<file path="config.mk">
export PLATFORM = sky130hd
export DESIGN_NAME = store_buffer
export DESIGN_NICKNAME = d
export VERILOG_FILES = /design/src/rtl/mem_pkg.sv /design/src/rtl/sb_overlap.sv /design/src/rtl/store_buffer.sv
export SDC_FILE = /design/constraint.sdc
export NUM_CORES = 1
export LEC_CHECK = 0
export ABC_AREA = 1
export BUFFER_PORTS_ARGS = -buffer_cell sky130_fd_sc_hd__buf_2
export CORE_MARGIN = 2
export CORE_UTILIZATION = 35
export DETAILED_ROUTE_END_ITERATION = 10
export PLACE_DENSITY = 0.52
export SLEW_MARGIN = 20
export SYNTH_ARGS = -nofsm -noshare
export SYNTH_HDL_FRONTEND = slang
export SYNTH_SLANG_ARGS = --single-unit
</file>
<file path="constraint.sdc">
create_clock -name clk -period 6.4 [get_ports clk]
set_input_delay 1.28 -clock clk [delete_from_list [all_inputs] [get_ports clk]]
set_output_delay 1.28 -clock clk [all_outputs]
set_load 0.1 [all_outputs]
</file>
<file path="src/rtl/mem_pkg.sv">
// Shared memory-access definitions: size codes, store-buffer entry type,
// access length decode and the load sign/zero-extension helper.
package mem_pkg;

  localparam logic [1:0] MEM_BYTE = 2'b00;
  localparam logic [1:0] MEM_HALF = 2'b01;
  localparam logic [1:0] MEM_WORD = 2'b10;

  // Entries hold addresses zero-padded to this width so one entry type serves
  // every ADDR_W up to 16; the padding also gives range maths headroom.
  localparam int SB_AW = 16;

  typedef struct packed {
    logic [SB_AW-1:0] addr;
    logic [31:0]      data;
    logic [1:0]       size;
  } sb_entry_t;

  // Bytes touched by an access; the reserved code 11 is treated as a word.
  function automatic logic [2:0] size_to_len(input logic [1:0] size);
    case (size)
      MEM_BYTE: size_to_len = 3'd1;
      MEM_HALF: size_to_len = 3'd2;
      default:  size_to_len = 3'd4;
    endcase
  endfunction

  // Extend the low byte/half of an LSB-aligned value to 32 bits.
  function automatic logic [31:0] ld_extend(input logic [31:0] data,
                                            input logic [1:0]  size,
                                            input logic        sign);
    case (size)
      MEM_BYTE: ld_extend = {{24{sign & data[7]}}, data[7:0]};
      MEM_HALF: ld_extend = {{16{sign & data[15]}}, data[15:0]};
      default:  ld_extend = data;
    endcase
  endfunction

endpackage

</file>
<file path="src/rtl/sb_overlap.sv">
// Per-entry comparator: does a load's byte range intersect this store entry,
// and (with STORE_BUF_FWD_EN) is it an exact addr/size match.
module sb_overlap
  import mem_pkg::*;
#(
  parameter int AW = SB_AW
) (
  input  logic          valid,
  input  logic [AW-1:0] e_addr,
  input  logic [1:0]    e_size,
  input  logic [AW-1:0] l_addr,
  input  logic [1:0]    l_size,
  output logic          hit
`ifdef STORE_BUF_FWD_EN
  ,
  output logic          exact
`endif
);

  localparam logic [AW:0] ONE = {{AW{1'b0}}, 1'b1};

  logic [AW:0] e_lo, e_hi, l_lo, l_hi;

  // Inclusive byte ranges, one bit wider than the address so the top never wraps.
  always_comb begin
    e_lo = {1'b0, e_addr};
    l_lo = {1'b0, l_addr};
    e_hi = e_lo + (AW+1)'(size_to_len(e_size)) - ONE;
    l_hi = l_lo + (AW+1)'(size_to_len(l_size)) - ONE;
    hit  = valid && (l_lo <= e_hi) && (e_lo <= l_hi);
  end

`ifdef STORE_BUF_FWD_EN
  // Exact match means the entry supplies every byte the load wants.
  assign exact = hit && (e_addr == l_addr) && (e_size == l_size);
`endif

endmodule

</file>
<file path="src/rtl/store_buffer.sv">
// Store buffer in front of data_memory: FIFO of committed stores drained one
// per cycle, loads take the port unless they overlap a pending store.
// Optional macro STORE_BUF_FWD_EN: forward exact-match youngest store to load.
//
// Handshake: a store transfers on a rising edge where st_valid && st_ready;
// st_ready depends only on the registered count. A load is serviced in any
// cycle where ld_valid && !ld_stall; while stalled the requester holds it.
module store_buffer
  import mem_pkg::*;
#(
  parameter int DEPTH  = 4,
  parameter int ADDR_W = 10
) (
  input  logic              clk,
  input  logic              reset_n,
  input  logic              st_valid,
  output logic              st_ready,
  input  logic [ADDR_W-1:0] st_addr,
  input  logic [31:0]       st_data,
  input  logic [1:0]        st_size,
  input  logic              ld_valid,
  input  logic [ADDR_W-1:0] ld_addr,
  input  logic [1:0]        ld_size,
  input  logic              ld_sign,
  output logic              ld_stall,
  output logic [31:0]       ld_data,
  output logic [ADDR_W-1:0] mem_addr,
  output logic [1:0]        mem_size,
  output logic              mem_sign,
  output logic              mem_we,
  output logic [31:0]       mem_wdata,
  input  logic [31:0]       mem_rdata,
  output logic              empty
);

  localparam int PW = $clog2(DEPTH);

  sb_entry_t        fifo [DEPTH];
  logic [PW-1:0]    head, tail;
  logic [PW:0]      count;
  logic             full, push, drain;
  logic [DEPTH-1:0] ent_valid, hit;
  logic             any_hit;
  sb_entry_t        head_e;
  logic [SB_AW-1:0] ld_addr_x;

  assign full      = (count == (PW+1)'(DEPTH));
  assign empty     = (count == '0);
  assign st_ready  = !full;
  assign push      = st_valid && !full;
  assign head_e    = fifo[head];
  assign ld_addr_x = SB_AW'(ld_addr);
  assign any_hit   = |hit;

`ifdef STORE_BUF_FWD_EN
  logic [DEPTH-1:0] exact;
  logic             yng_exact;
  logic [31:0]      yng_data;
`endif

  // One comparator per slot; a slot is live if its age from head is < count.
  for (genvar i = 0; i < DEPTH; i++) begin : g_ent
    logic [PW-1:0] age;
    assign age          = PW'(i) - head;
    assign ent_valid[i] = ({1'b0, age} < count);
    sb_overlap #(.AW(SB_AW)) u_ovl (
      .valid  (ent_valid[i]),
      .e_addr (fifo[i].addr),
      .e_size (fifo[i].size),
      .l_addr (ld_addr_x),
      .l_size (ld_size),
      .hit    (hit[i])
`ifdef STORE_BUF_FWD_EN
      ,
      .exact  (exact[i])
`endif
    );
  end

`ifdef STORE_BUF_FWD_EN
  // Walk oldest to youngest so the last overlapping slot seen wins.
  always_comb begin
    yng_exact = 1'b0;
    yng_data  = '0;
    for (int k = 0; k < DEPTH; k++) begin
      if (hit[head + PW'(k)]) begin
        yng_exact = exact[head + PW'(k)];
        yng_data  = fifo[head + PW'(k)].data;
      end
    end
  end
`endif

  // Port arbitration: full drains first, then a clean load, then drains.
  always_comb begin
    drain     = 1'b0;
    ld_stall  = 1'b0;
    ld_data   = '0;
    mem_we    = 1'b0;
    mem_addr  = head_e.addr[ADDR_W-1:0];
    mem_size  = head_e.size;
    mem_sign  = 1'b0;
    mem_wdata = '0;
    if (full) begin
      drain    = 1'b1;
      ld_stall = ld_valid;
    end else if (ld_valid && !any_hit) begin
      mem_addr = ld_addr;
      mem_size = ld_size;
      mem_sign = ld_sign;
      ld_data  = mem_rdata;
    end else if (ld_valid) begin
      drain = 1'b1;
`ifdef STORE_BUF_FWD_EN
      if (yng_exact) ld_data = ld_extend(yng_data, ld_size, ld_sign);
      else           ld_stall = 1'b1;
`else
      ld_stall = 1'b1;
`endif
    end else if (!empty) begin
      drain = 1'b1;
    end
    if (drain) begin
      mem_we    = 1'b1;
      mem_wdata = head_e.data;
    end
  end

  // FIFO storage and pointers; reset discards everything pending.
  always_ff @(posedge clk or negedge reset_n) begin
    if (!reset_n) begin
      head  <= '0;
      tail  <= '0;
      count <= '0;
      for (int i = 0; i < DEPTH; i++) fifo[i] <= '0;
    end else begin
      if (push) begin
        fifo[tail] <= '{addr: SB_AW'(st_addr), data: st_data, size: st_size};
        tail       <= tail + 1'b1;
      end
      if (drain) head <= head + 1'b1;
      count <= count + (PW+1)'(push) - (PW+1)'(drain);
    end
  end

endmodule

</file>
==> metrics.csv <==
metric,value,unit
status,completed,
cp_max_fo,4,
viasPerCell,5.082,
netlist_top_cells_area,"dfrtp_1 (36%), ha_1 (13%), nand2_1 (12%), o21ai_0 (7.5%), inv_1 (6.9%)",
finalCriticalPeriod,6.255,ns
cts_root_buf,clkbuf_16,
numPortBuffers,173,
dpl_cell_area,0.01562,mm^2
hpwlAfterDp,29070,um
synth-edff-count,0,
stdcell_count,2348,
wl,41420,um
insertion_delay,0.45,ns
cts_tree,built,
hold_end,fifo[19],
ctsLongestPathBuffers,2,
mappedNetlistArea,0.01281,mm^2
start_util,35.25,%
synth_top_family_by_area,simple AND/OR/NAND/NOR gates,
synth.area.mux_share,0,%
reg2reg_from,fifo[101],
r2r-end,count[2],
synthAdderAreaFrac,14.02,%
syn2layout_area_growth,34.90,%
clock-sinks,183,
synth-seq-cells,183,
rows,70,
rr_worst_depth,34,
cts_made_buffers,17,
yosysUniqueCellTypes,47,
synth_top_flop_cell,dfrtp_1,
cts.clk_slew.worst_paths,0.08,ns
dieHeight,195.3,um
postRouteAntennaNets,0,
grt_overflow_total,0,
clock_skew,0.02060,ns
finalHoldViolations,0,
drt_iter0_markers,672,
die_area,0.03815,mm^2
design_area,0.01728,mm^2
criticalPathCategory,input port to primary output,
drv_cap,0,
r2r_setup_slack,0.96,ns
cp-start-kind,input port,
syn_inst,1656,
post-place-cells,2280,
slew_headroom,38.21,%
syn_nets,1889,
io_pins,174,
min_path_cells,2,
avgSynthCellArea,7.736,um^2
wire_per_inst,17.64,um
synth_compound_area_share,18.48,%
ys_warn_count,0,
synth.largest_area_cell,dfrtp_1,
layout-drive-gt1-share,24.40,%
core,0.03635,mm^2
grt_pass1_vias,11320,
synth_top_area_share,35.75,%
tns,0,ns
fin_crit_sh,97.73,%
cp.arrival,4.97,ns
nets,2097,
hp-class,flip-flop to flip-flop,
drv_slew,0,
antenna_found_initial,4,
yosys.area_share.xor_xnor,2.188,%
drc_errors,0,
grt_setup_unrepaired,yes,
endpoint_kind,primary output,
synth_simple_gate_area_share,20.32,%
worstHoldStart,fifo[19],
max_slew.worst_pin.slew,0.9268,ns
die_w,195.3,um
hold_buffers,0,
required,5.12,ns
grt_use_total,20.97,%
yosysSeqAreaShare,35.75,%
grt_pass1_wl,62820,um
synthArstFlopShare,100.0,%
gp_congestion,0.9392,
place_ws,-0.05626,ns
vias,11930,
max_freq,159.9,MHz
finalSetupViolCount,0,
grt_max_degree,89,
h-tree-depth,4,
drtPass1Iterations,5,
fin_ws,0.1453,ns
## cell families (layout without fill, tap and decap cells)
kind of cell               count (synthesis)  count (layout)
other                                      0               3
AOI/OAI and AO/OA                        396             396
adders and majority gates                140             140
buffers and inverters                    304             525
DFF                                      183             183
xor gates and xnor gates                  32              32
and+or+nand+nor                          601             601
## sequential cells by signal, summed over array words and instances (netlist names)
| name | count |
|---|---|
| fifo | 176 |
| count | 3 |
| head | 2 |
| tail | 2 |
## worst max-delay path by stage
stage          startpoint       endpoint  slack (ns)  cells after the start
2_1_floorplan  ld_size[0]  mem_wdata[10]       -0.48                     27
3_3_place_gp   ld_size[1]  mem_wdata[19]        0.02                     29
3_5_place_dp   ld_size[1]     ld_data[4]       -0.06                     27
4_1_cts         fifo[151]   mem_wdata[0]        0.01                     28
5_1_grt        ld_size[1]  mem_wdata[24]       -0.09                     32
6_report       ld_size[0]  mem_wdata[24]        0.15                     28
## final cells by class
cell class                      instances  area [um^2]
Clock inverter                         15        200.2
Fill cell                            3530        19070
Inverter                              238        898.4
Multi-Input combinational cell       1169         7749
Clock buffer                           17        425.4
Antenna cell                            3        7.507
Tap cell                              468        585.6
Sequential cell                       183         4583
Timing Repair Buffer                  255         2833
## worst max-delay path, stage by stage
cell	delay, ns
buf_4	0.11
nor2_4	0.04
ha_4	0.15
fa_2	0.55
inv_2	0.06
ha_4	0.17
inv_4	0.06
nor2_1	0.05
xor2_1	0.13
buf_4	0.17
ha_1	0.31
nand4_1	0.14
buf_4	0.17
nor2_2	0.08
nand4_1	0.14
nor2_1	0.12
nor2_1	0.05
nand2_1	0.06
nand2_1	0.04
nand2_1	0.05
nand2_1	0.06
nand2_2	0.11
o21ai_4	0.07
buf_8	0.17
buf_6	0.12
buf_12	0.14
a21oi_4	0.17
buf_12	0.19
## synth_stat cells (5+ instances only)
| master | number |
|---|---|
| o21ai_0 | 192 |
| o2111ai_1 | 5 |
| a22oi_1 | 8 |
| a21oi_1 | 87 |
| xnor2_1 | 7 |
| clkbuf_1 | 58 |
| fa_1 | 6 |
| o221ai_1 | 12 |
| a221oi_1 | 33 |
| nor2_2 | 31 |
| xor2_1 | 25 |
| a31oi_1 | 5 |
| a21o_1 | 7 |
| inv_1 | 234 |
| a22o_1 | 32 |
| nand2_1 | 393 |
| ha_1 | 134 |
| dfrtp_1 | 183 |
| nand3_1 | 48 |
| nand4_1 | 36 |
| nor2_1 | 66 |
## layer usage
metal / share of wire [%] / global-route usage, % / up-vias
li1: - / - / 5958
met4: 2.0 / 5.711 / 2
met3: 5.3 / 3.109 / 40
met5: 0.017 / 0 / -
met2: 45 / 33.07 / 295
met1: 48 / 29.97 / 5637
## through the flow
stage	utilization, %	hold WS (ns)
after global placement	42.97	0.4655
final	47.55	0.4891
after global routing	47.53	0.5061
after detailed placement	42.97	0.4737
after CTS	44.79	0.4920
after floorplan	-	0.4530
## cell usage in the layout (no fill, tap or decap), types with 4 or more instances in the layout
cell type / count
a22oi_1: 8
a21oi_2: 23
nand2_2: 18
inv_1: 223
nand3_1: 46
a221oi_1: 33
clkinv_8: 8
nor2_1: 48
buf_2: 91
inv_2: 11
o21ai_1: 4
buf_12: 85
nand3_2: 4
ha_1: 118
a21oi_4: 16
a22o_1: 32
nand4_1: 36
buf_6: 6
ha_4: 14
a21o_1: 7
xor2_1: 22
xnor2_1: 7
clkbuf_16: 20
o211ai_1: 4
nor2_4: 10
a31oi_1: 5
o2111ai_1: 5
nand2_1: 379
o21ai_0: 187
a21oi_1: 48
o221ai_1: 9
dfrtp_1: 180
fa_2: 4
buf_4: 69
nor2_2: 41
nand3b_1: 4
## what timing repair did
| action | CTS | global route |
|---|---|---|
| setup endpoints to repair | 78 | 79 |
| pin swaps | 0 | 65 |
| setup buffers | 3 | 26 |
| gates cloned | 0 | 6 |
| resized for setup | 8 | 155 |
Power is not shown: default switching activity piles up to over one toggle a cycle in this logic, so the estimate is an artifact.
